### src/rtl/shift_register_v2.sv
// Parametrised shift/rotate/LFSR register with clock enable, shifted-out bit and zero flag.
// Latency: one cycle from the sampling clk edge to out/sout; zero is combinational from out.
// Backpressure: none; en=0 stalls the register and holds out and sout.
module shift_register_v2 #(
    parameter int               WIDTH = 8,
    parameter logic [WIDTH-1:0] TAPS  = 8'hB8
) (
    input  logic                     clk,
    input  logic                     rst,
    input  logic                     en,
    input  logic [2:0]               ctrl,
    input  logic [$clog2(WIDTH)-1:0] amt,
    input  logic [WIDTH-1:0]         in,
    output logic [WIDTH-1:0]         out,
    output logic                     sout,
    output logic                     zero
);

    localparam int SHW = $clog2(WIDTH);

    localparam logic [2:0] MODE_CLEAR = 3'b000;
    localparam logic [2:0] MODE_LOAD  = 3'b001;
    localparam logic [2:0] MODE_SRL   = 3'b010;
    localparam logic [2:0] MODE_SLL   = 3'b011;
    localparam logic [2:0] MODE_SRA   = 3'b100;
    localparam logic [2:0] MODE_ROR   = 3'b101;
    localparam logic [2:0] MODE_ROL   = 3'b110;
    localparam logic [2:0] MODE_LFSR  = 3'b111;

    logic [WIDTH-1:0]   srl_val;
    logic [WIDTH-1:0]   sll_val;
    logic [WIDTH-1:0]   sra_val;
    logic [2*WIDTH-1:0] dbl;
    logic [2*WIDTH-1:0] ror_dbl;
    logic [2*WIDTH-1:0] rol_dbl;
    logic [WIDTH-1:0]   lfsr_val;
    logic [SHW-1:0]     idx_right;
    logic [SHW-1:0]     idx_left;
    logic               fb;
    logic               amt_nz;
    logic [WIDTH-1:0]   out_nxt;
    logic               sout_nxt;

    assign srl_val = out >> amt;
    assign sll_val = out << amt;
    assign sra_val = $signed(out) >>> amt;

    // Rotates shift a doubled copy and pick the half that wrapped around.
    assign dbl     = {out, out};
    assign ror_dbl = dbl >> amt;
    assign rol_dbl = dbl << amt;

    // WIDTH is a power of two, so WIDTH-k is just -k modulo 2^SHW.
    assign idx_right = amt - SHW'(1);
    assign idx_left  = SHW'(0) - amt;
    assign amt_nz    = (amt != '0);

    assign fb       = ^(out & TAPS);
    assign lfsr_val = (out == '0) ? {{(WIDTH-1){1'b0}}, 1'b1} : {out[WIDTH-2:0], fb};

    always_comb begin
        out_nxt  = out;
        sout_nxt = sout;
        case (ctrl)
            MODE_CLEAR: begin
                out_nxt  = '0;
                sout_nxt = 1'b0;
            end
            MODE_LOAD: out_nxt = in;
            MODE_SRL: if (amt_nz) begin
                out_nxt  = srl_val;
                sout_nxt = out[idx_right];
            end
            MODE_SLL: if (amt_nz) begin
                out_nxt  = sll_val;
                sout_nxt = out[idx_left];
            end
            MODE_SRA: if (amt_nz) begin
                out_nxt  = sra_val;
                sout_nxt = out[idx_right];
            end
            MODE_ROR: if (amt_nz) begin
                out_nxt  = ror_dbl[WIDTH-1:0];
                sout_nxt = out[idx_right];
            end
            MODE_ROL: if (amt_nz) begin
                out_nxt  = rol_dbl[2*WIDTH-1:WIDTH];
                sout_nxt = out[idx_left];
            end
            MODE_LFSR: begin
                out_nxt  = lfsr_val;
                sout_nxt = out[WIDTH-1];
            end
            default: ;
        endcase
    end

    always_ff @(posedge clk or negedge rst) begin
        if (!rst) begin
            out  <= '0;
            sout <= 1'b0;
        end else if (en) begin
            out  <= out_nxt;
            sout <= sout_nxt;
        end
    end

    assign zero = (out == '0);

endmodule

### config.mk
export PLATFORM = sky130hd
export DESIGN_NAME = shift_register_v2
export DESIGN_NICKNAME = d
export VERILOG_FILES = /design/src/rtl/shift_register_v2.sv
export SDC_FILE = /design/constraint.sdc
export NUM_CORES = 1
export LEC_CHECK = 0
export ABC_CLOCK_PERIOD_IN_PS = 3200
export CORE_MARGIN = 2
export CORE_UTILIZATION = 60
export DETAILED_ROUTE_END_ITERATION = 8
export GPL_TIMING_DRIVEN = 0
export PLACE_DENSITY = 0.89
export SLEW_MARGIN = 40
export SYNTH_ARGS = -nofsm -noshare
export SYNTH_HDL_FRONTEND = slang
export SYNTH_SLANG_ARGS = --single-unit
### constraint.sdc
create_clock -name clk -period 3.2 [get_ports clk]
set_input_delay 0.48 -clock clk [delete_from_list [all_inputs] [get_ports clk]]
set_output_delay 0.48 -clock clk [all_outputs]
set_load 0.05 [all_outputs]
==> summary.txt, run 1 <==
Final layout
  • Final instance area: roughly 2200 um2
  • Final antenna diode count: 0
  • Cell Count, Final, Fillers Out: 290
  • Synth-to-layout area growth: 17.24%
  • Layout cells sized above 1: 17.48%
  • Fin nets: 267

GRT
  • Largest net degree at the start of global routing: 11
  • Global-route wire length before repair: 10.05 mm
  • Number of global-route vias before repair: 1972
  • Initial antenna violation count: 0
  • Total grt overflow: 0
  • GRT Overall Usage: a little under two fifths

Synthesis
  • Yosys reg bits: 9
  • Async set-reset flop share out of synthesis: 100.0%
  • Mean area per synthesized cell: ~8.6 um2
  • Yosys top cell area share: 11.98%
  • Netlist cell types: 57
  • Synth Flop Type: dfrtp_1
  • Area leader, netlist: dfrtp_1
  • Top cells by count, synth: 20 x mux2i_1, 16 x nand2_1, 12 x nor2_1
  • Top area cells in the synthesized netlist: dfrtp_1 12%, mux2i_1 11%, mux4_2 9.6%
  • Sequential-to-total area share from yosys stat: 11.98%
  • Synthesized Nets: between 200 and 250
  • Most common cell in the netlist: mux2i_1
  • Synth Cell Area: between 1500 and 2000 um2
  • Yosys Warn Count: 0
  • EDFF count, synth: 0
  • Synth Instances: 218

Clock tree
  • Root Driver: clkbuf_4
  • Post-CTS Resized: 0
  • Clk sinks: 9
  • Clk_lat worst skew: between 200 and 300 ps
  • Post-CTS Hold Buffers: 0
  • TritonCTS clock tree: built
  • Post-CTS setup buffers: 0
  • Clock buffer depth: 2
  • Clock-pin slew on the worst setup and hold paths: approximately 60 ps
  • H-tree depth: 1
  • Total CTS buffers: 3

Critical path
  • Worst-path fanout max: 10
  • Setup CP Type: in2reg
  • Worst r2r src: out[6]
  • Worst path arrival time: about 2900 ps
  • R2r endpoint: out[6]
  • CP endpoint kind: register
  • Reg2Reg Setup Slack: 990 ps
  • Critical Path Start Type: input pin
  • R2R cell count: 5
  • Worst Path Required: 3330 ps

Detailed routing
  • 1st-iter DRT viols: 215
  • DR WL/cell: 22.22 um
  • Vias per cell: ~7.2
  • Via count: 2098
  • DRT Pass-1 Iters: 5
  • Post-Route WL: 6.444 mm
  • Detail Route Antenna Nets: 0
  • DRC: 0

Floorplanning
  • Starting Density: 62.07%
  • Die Area: 3596 um2
  • Ports: 27
  • Site row count: 20
  • Die H: 59.97 um
  • Placeable Area: 3028 um2
  • Die width: about 60 um

Timing
  • Actual slew at the worst max-slew pin: 594.9 ps
  • RSZ-0062 raised after global routing: no
  • Final setup fails: 0
  • Fin. max-slew vios: 0
  • Post-route setup TNS: 0 ps
  • Clk_skew: 1.395 ps
  • Slew headroom: 60.21%
  • Period utilization: 88.09%
  • Period minus WS final: 2819 ps
  • Fmax: 0.3548 GHz
  • Final Hold Vio Count: 0

Place
  • IO Port Bufs: 24
  • Hpwl dp: 4.754 mm
  • Final GP Congestion: 0.9785
  • Dpl cell area: 2175 um2
  • Cells after DPL: 286

Power
  • Peak supply drop: between 300 and 400 uV
  • P per Cell Area: 382.6 nW/um2
  • Static leakage: 0.8693 nW
  • Post-route total power: 0.8431 mW

Run status
  • Outcome: completed

Run
  • Maxcap violations: 0

Hold path
  • Worst hold path class: in2async
power by group:
| part | switching (mW) | internal, mW | leakage, nW | total [mW] |
|---|---|---|---|---|
| clock | 0.0389 | 0.0480 | 0.0150 | 0.0869 |
| sequential | 0.0367 | 0.135 | 0.116 | 0.172 |
| combinational | 0.351 | 0.234 | 0.738 | 0.585 |
area by class of cell:
cell class                 count  area (um2)
multi-input combinational    177        1469
fill                         243       824.5
timing repair buffer          24       242.7
sequential                     9       225.2
buffer                        24       155.1
tap                           44       55.05
inverter                       8       30.03
clock buffer                   4       26.28
sequential cells by signal, indices dropped and copies added, names as in the netlist:
name and count:
out 8, sout 1
critical path, stage by stage:
cell and delay (ps):
clkdlybuf4s50_1 440, buf_6 180, buf_8 160, inv_2 160, ha_1 190, ha_1 240
inv_1 110, o31ai_4 500, nor2_1 80, a32oi_1 260, o211ai_1 130
through the flow:
stage	utilization [%]	setup WS [ps]	hold WS, ps
floorplan	-	272.0	184.4
global placement	71.82	184.8	489.5
detailed placement	71.82	192.3	495.0
CTS	72.69	93.24	508.1
global route	72.77	293.9	522.2
finish	72.77	381.1	508.2
cells in the final DEF (no fill, tap or decap), types with 5 or more instances in the layout:
| cell type | count |
|---|---|
| mux2i_1 | 20 |
| nor2_1 | 12 |
| o211ai_1 | 9 |
| nor2b_1 | 5 |
| nor3_1 | 5 |
| mux2_2 | 6 |
| inv_1 | 7 |
| a21oi_1 | 7 |
| clkdlybuf4s50_1 | 23 |
| buf_4 | 6 |
| o21ai_0 | 10 |
| clkbuf_1 | 8 |
| nand2_1 | 16 |
| dfrtp_1 | 9 |
| buf_2 | 7 |
| mux4_2 | 8 |
cells by family (layout without fill, tap and decap cells):
group | count (synthesis) | after routing | synth area share [%]
xor gates and xnor gates | 2 | 2 | 0.9323
DFF | 9 | 9 | 11.98
muxes | 37 | 37 | 28.03
adders and majority gates | 3 | 3 | 1.998
and+or+nand+nor | 66 | 66 | 19.18
buffers and inverters | 32 | 60 | 9.853
AOI/OAI and AO/OA | 69 | 69 | 28.03
metal layers:
layer	track usage [%]	routed length, um	vias to the layer above
li1	-	-	923
met1	52.48	2568	961
met2	59.16	2750	176
met3	5.411	796	38
met4	18.10	329	0
met5	0	0	-
worst max-delay path by stage:
| stage | start | to | slack (ps) |
|---|---|---|---|
| floorplan | out[4] | zero | 270 |
| global placement | amt[0] | out[4] | 180 |
| detailed placement | amt[0] | out[0] | 190 |
| CTS | out[4] | zero | 90 |
| global route | out[4] | zero | 290 |
| finish | amt[0] | out[4] | 380 |
(Power assumes the default switching activity.)
==> inputs of run 2 (changes only) <==
CORE_ASPECT_RATIO = 2   (was not set)
REMOVE_ABC_BUFFERS = 1   (was not set)
==> summary.txt, run 2 (same netlist as run 1, synthesis figures left out) <==
Clock tree
  • Clock-pin slew on the worst setup and hold paths: 50 ps (about the same)
  • Clk_lat worst skew: 230 ps (-30 ps)
  • Clock buffer depth: 2 (unchanged)
  • H-tree depth: 1 (unchanged)
  • Total CTS buffers: 3 (unchanged)
  • Post-CTS setup buffers: 0 (unchanged)
  • Root Driver: clkbuf_8
  • TritonCTS clock tree: built
  • Clk sinks: 9 (unchanged)

Place
  • Final GP Congestion: 1.011 (+3.3%)
  • IO Port Bufs: 26 (+8.3%)
  • Cells after DPL: 250 (-13%)
  • Hpwl dp: 3.903 mm (-18%)

Final layout
  • Reg area: 225.2 um2 (unchanged)
  • Commonest non-fill, non-tap cell in the layout: clkdlybuf4s50_1
  • Layout cells sized above 1: 12.95% (-4.5 points)
  • Fin nets: 245 (-8.2%)
  • Most flop-heavy register: out
  • Max reg flops: 8 (unchanged)
  • Biggest regs: out: 8 flops, sout: 1 flops
  • Most frequent cells in the layout: 22 x clkdlybuf4s50_1, 20 x mux2i_1, 16 x nand2_1
  • Synth-to-layout area growth: 9.321%
  • Final antenna diode count: 0 (unchanged)
  • Finished Core Util: 68.99% (-3.8 points)
  • Area of the multi-input gates: 1469 um2 (unchanged)
  • Cell Count, Final, Fillers Out: 254 (-12%)
  • Fillers: 261 (+7.4%)

Critical path
  • Critical Path Start Type: input pin
  • Cell Chain, Critical Path: clkdlybuf4s50_1 > and3b_1 > nor2_1 > o32ai_1 > a311oi_1 > o31ai_1
  • CP top delay family: buffers and inverters
  • Worst-path fanout max: 20 (+10)
  • Slowest cell on the critical path: clkdlybuf4s50_1
  • Setup CP Type: in2reg
  • CP endpoint kind: register
  • Worst Path Required: 3320 ps (about the same)
  • Worst path arrival time: 2920 ps (-20 ps)
  • Crit path buf inv count: 1 (-4)
  • Slowest stage delay, CP: 970 ps (+470 ps)

Detailed routing
  • DRT Pass-1 Iters: 5 (unchanged)
  • Via count: 1957 (-6.7%)
  • 1st-iter DRT viols: 134 (-38%)
  • Vias per cell: 7.705 (+6.5%)
  • DR WL/cell: 22.38 um (+0.73%)
  • Detail Route Antenna Nets: 0 (unchanged)
  • DRC: 0 (unchanged)
  • Post-Route WL: 5.685 mm (-12%)

Power
  • Sequential power share: 26.6% (+6.3 points)
  • P_sw: 0.4067 mW (-4.7%)
  • Static leakage: 0.7932 nW (-8.8%)
  • Power Internal: 0.4347 mW (+4.4%)
  • Peak supply drop: 474.6 uV (+33%)
  • Switching Share: 48.33% (-2.3 points)
  • P per Cell Area: 409.5 nW/um2 (+7.0%)
  • Clock power frac: 15.7% (+5.4 points)
  • Combinational power share: 57.7% (-12 points)

Timing
  • RSZ-0062 raised after global routing: no
  • Slew headroom: 48.38% (-12 points)
  • Period minus WS final: 2806 ps (-13.18 ps)
  • Fin. max-slew vios: 0 (unchanged)
  • Final Hold Vio Count: 0 (unchanged)
  • Post-route setup TNS: 0 ps (unchanged)
  • Actual slew at the worst max-slew pin: 771.9 ps (+177.0 ps)
  • Fmax: 0.3564 GHz (+0.47%)
  • Final setup fails: 0 (unchanged)
  • Period utilization: 87.68% (-0.41 points)
  • Clk_skew: 3.376 ps (+1.981 ps)

GRT
  • Largest net degree at the start of global routing: 34 (+23)
  • Total grt overflow: 0 (unchanged)
  • Initial antenna violation count: 0 (unchanged)
  • Global-route wire length before repair: 9.653 mm (-4.0%)
  • GRT Overall Usage: 34.27% (-4.1 points)
  • Number of global-route vias before repair: 1946 (-1.3%)

Floorplanning
  • Placeable Area: 2978 um2 (-1.7%)
  • Site row count: 28 (+40%)
  • Die width: 43.58 um (-27%)
  • Starting Density: 63.11% (+1.0 points)
  • Die Area: 3623 um2 (+0.76%)
  • Die H: 83.15 um (+39%)
  • Ports: 27 (unchanged)

Hold path
  • Worst hold path class: reg2reg

Run
  • Maxcap violations: 0 (unchanged)

Run status
  • Outcome: completed
[run 2: worst register-to-register path, cell delays in order, from the launching register on]
cell and delay [ps]:
dfrtp_1 610, mux4_1 610, and2_4 180, a2111oi_2 320, o21a_1 160, o211ai_1 100
[run 2: cell type report]
class	instances	area share, %
multi-input combinational	177	71.50
clock buffer	4	2.192
inverter	8	1.462
timing repair buffer	26	12.06
tap	30	1.827
sequential	9	10.96
[run 2: power by group through the flow]
stage	Combinational, mW	Clock [mW]	Sequential [mW]
5_1_grt	0.524	0.141	0.228
4_1_cts	0.483	0.134	0.219
6_report	0.486	0.132	0.224
3_3_place_gp	0.478	0	0.219
2_1_floorplan	0.262	0	0.260
3_5_place_dp	0.481	0	0.222
[run 2: path summary, 6_finish.rpt]
check / cells past startpoint / end / start / slack (ps)
max in group asynchronous: 1 / out[6] / rst / 2360
setup reg to reg: 5 / out[4] / out[3] / 1070
hold / removal: 1 / sout / sout / 520
setup / recovery: 6 / out[6] / ctrl[2] / 390
min in group asynchronous: 1 / out[0] / rst / 550
hold reg to reg: 1 / sout / sout / 520
[run 2: metrics by stage]
step | setup WS (ps) | area, um2 | hold WS, ps | total power, mW
3_5_place_dp | 302.2 | 2007 | 511.9 | 0.7025
4_1_cts | 233.2 | 2052 | 521.7 | 0.8354
6_report | 394.3 | 2054 | 522.0 | 0.8414
5_1_grt | 312.2 | 2054 | 544.3 | 0.8931
2_1_floorplan | 374.5 | 1724 | 184.4 | 0.5215
3_3_place_gp | -442.0 | 2022 | 489.8 | 0.6974
[run 2: per-layer routing]
metal  track usage [%]  part of all wire (%)  vias up
met3             5.000                   9.8       33
met2             54.41                    50      143
met5                 0                     0        -
met1             42.48                    34      903
met4             19.28                   6.2        0
li1                  -                     -      878
[run 2: what timing repair did]
item / in CTS / in global routing
resized for setup: 0 / 1
endpoints found under the setup margin: 0 / 1
endpoints found under the hold margin: 0 / 0
hold buffers: 0 / 0
==> RTL edit (flow settings as in run 2) <==
`WIDTH`: 8 -> 16.
--- a/src/rtl/shift_register_v2.sv
+++ b/src/rtl/shift_register_v2.sv
@@ -3,5 +3,5 @@
 // Backpressure: none; en=0 stalls the register and holds out and sout.
 module shift_register_v2 #(
-    parameter int               WIDTH = 8,
+    parameter int               WIDTH = 16,
     parameter logic [WIDTH-1:0] TAPS  = 8'hB8
 ) (
Interface: changed (resized amt, in and out); port bits go from 27 to 44. The function was not compared with the original's and may differ.
==> RTL edit against run 2 <==
- area after synthesis rose by 97%
- utilization rose by 0.28 points
- worst setup slack got worse by 290 ps
- routed wire length rose to 2.7 times the old value
- combinational power rose by 65%
- power rose by 74%
- clock skew barely moved
- cell area rose by 100%
- sequential cell count rose by 8
==> RTL edit: results (changes against run 2) <==
\begin{tabular}{lr}
\hline
Metric & Value \\
\hline
\multicolumn{2}{l}{\textbf{Power and ir drop}} \\
\quad Power density cells & 353 nW/um\^{}2 (was 410 nW/um\^{}2) \\
\quad Combinational group share of total power & 54.7\% (was 57.7\%) \\
\multicolumn{2}{l}{\textbf{Critical path}} \\
\quad Max Fanout on Critical Path & 23 (was 20) \\
\quad Kind of cell with the highest combined delay on the critical path & simple AND/OR/NAND/NOR gates (was buffers and inverters) \\
\quad Delay of the slowest critical-path stage & 810 ps (was 970 ps) \\
\multicolumn{2}{l}{\textbf{Global routing}} \\
\quad Met3 Usage GRT & 10.5\% (was 5.00\%) \\
\quad Met1 usage in global routing & 54.7\% (was 42.5\%) \\
\quad Largest net degree at the start of global routing & 50 (was 34) \\
\quad Via count of the first global-routing pass & 4098 (was 1946) \\
\quad GR Util All Layers & 46.5\% (was 34.3\%) \\
\multicolumn{2}{l}{\textbf{Finish}} \\
\quad Registers with the most flip-flops & out (16), sout (1) (was out (8), sout (1)) \\
\quad Layout Nets & 489 (was 245) \\
\quad Non-clk bufs & 51 (was 26) \\
\quad Core utilization of the finished layout & 69.3\% (was 69.0\%) \\
\multicolumn{2}{l}{\textbf{Synth}} \\
\quad Number of distinct library cell variants in the gate-level netlist after synthesis & 67 (was 57) \\
\quad Adder-cell share of the synthesized area & 0.677\% (was 2.00\%) \\
\quad Mean cell area of the mapped netlist & 8.05 um\^{}2 (was 8.62 um\^{}2) \\
\multicolumn{2}{l}{\textbf{Floorplanning}} \\
\quad Total die area & 6840 um\^{}2 (was 3620 um\^{}2) \\
\multicolumn{2}{l}{\textbf{Placed design}} \\
\quad Count of placed standard cells including taps & 516 (was 250) \\
\quad Count of input and output buffers & 43 (was 26) \\
\multicolumn{2}{l}{\textbf{Detailed routing}} \\
\quad Final Routed Wirelength & 15400 um (was 5690 um) \\
\quad Final routed wire length divided by cell count & 29.5 um (was 22.4 um) \\
\quad Detailed route wirelength on metal2 & 7260 um (was 2850 um) \\
\multicolumn{2}{l}{\textbf{Worst hold path}} \\
\quad Worst hold-check path type & input port to async pin (was flip-flop to flip-flop) \\
\multicolumn{2}{l}{\textbf{Run status}} \\
\quad Run status & finished clean (unchanged) \\
\hline
\end{tabular}
==> RTL edit: cell count changes after synthesis, moves of 6 or more <==
cell      delta
a22o_1       +7
a21oi_1     +19
dfrtp_1      +8
clkbuf_1    +26
nor2_1      +23
o22ai_1      +7
mux2i_1     +18
o21ai_0     +14
mux2_2       +6
nand2_1     +27
mux4_2      +12
nand3_1      +6
o221ai_1     +8
==> RTL edit: path summary, 6_finish.rpt <==
kind / from / to / slack (ps) / cells after the start
setup / recovery: ctrl[2] / out[13] / 110 / 7
hold / removal: rst / out[13] / 150 / 1
setup reg to reg: out[4] / out[13] / 500 / 8
hold reg to reg: sout / sout / 550 / 2
max in group asynchronous: rst / out[6] / 2740 / 1
min in group clk: sout / sout / 550 / 2
==> RTL edit: worst reg2reg max path: stages, from the launching register on <==
cell and delay (ps):
dfrtp_1 790, inv_1 110, ha_1 230, nor4b_1 130, and4_1 250, nor2b_1 580
a222oi_1 210, o221ai_1 160, a221o_1 180
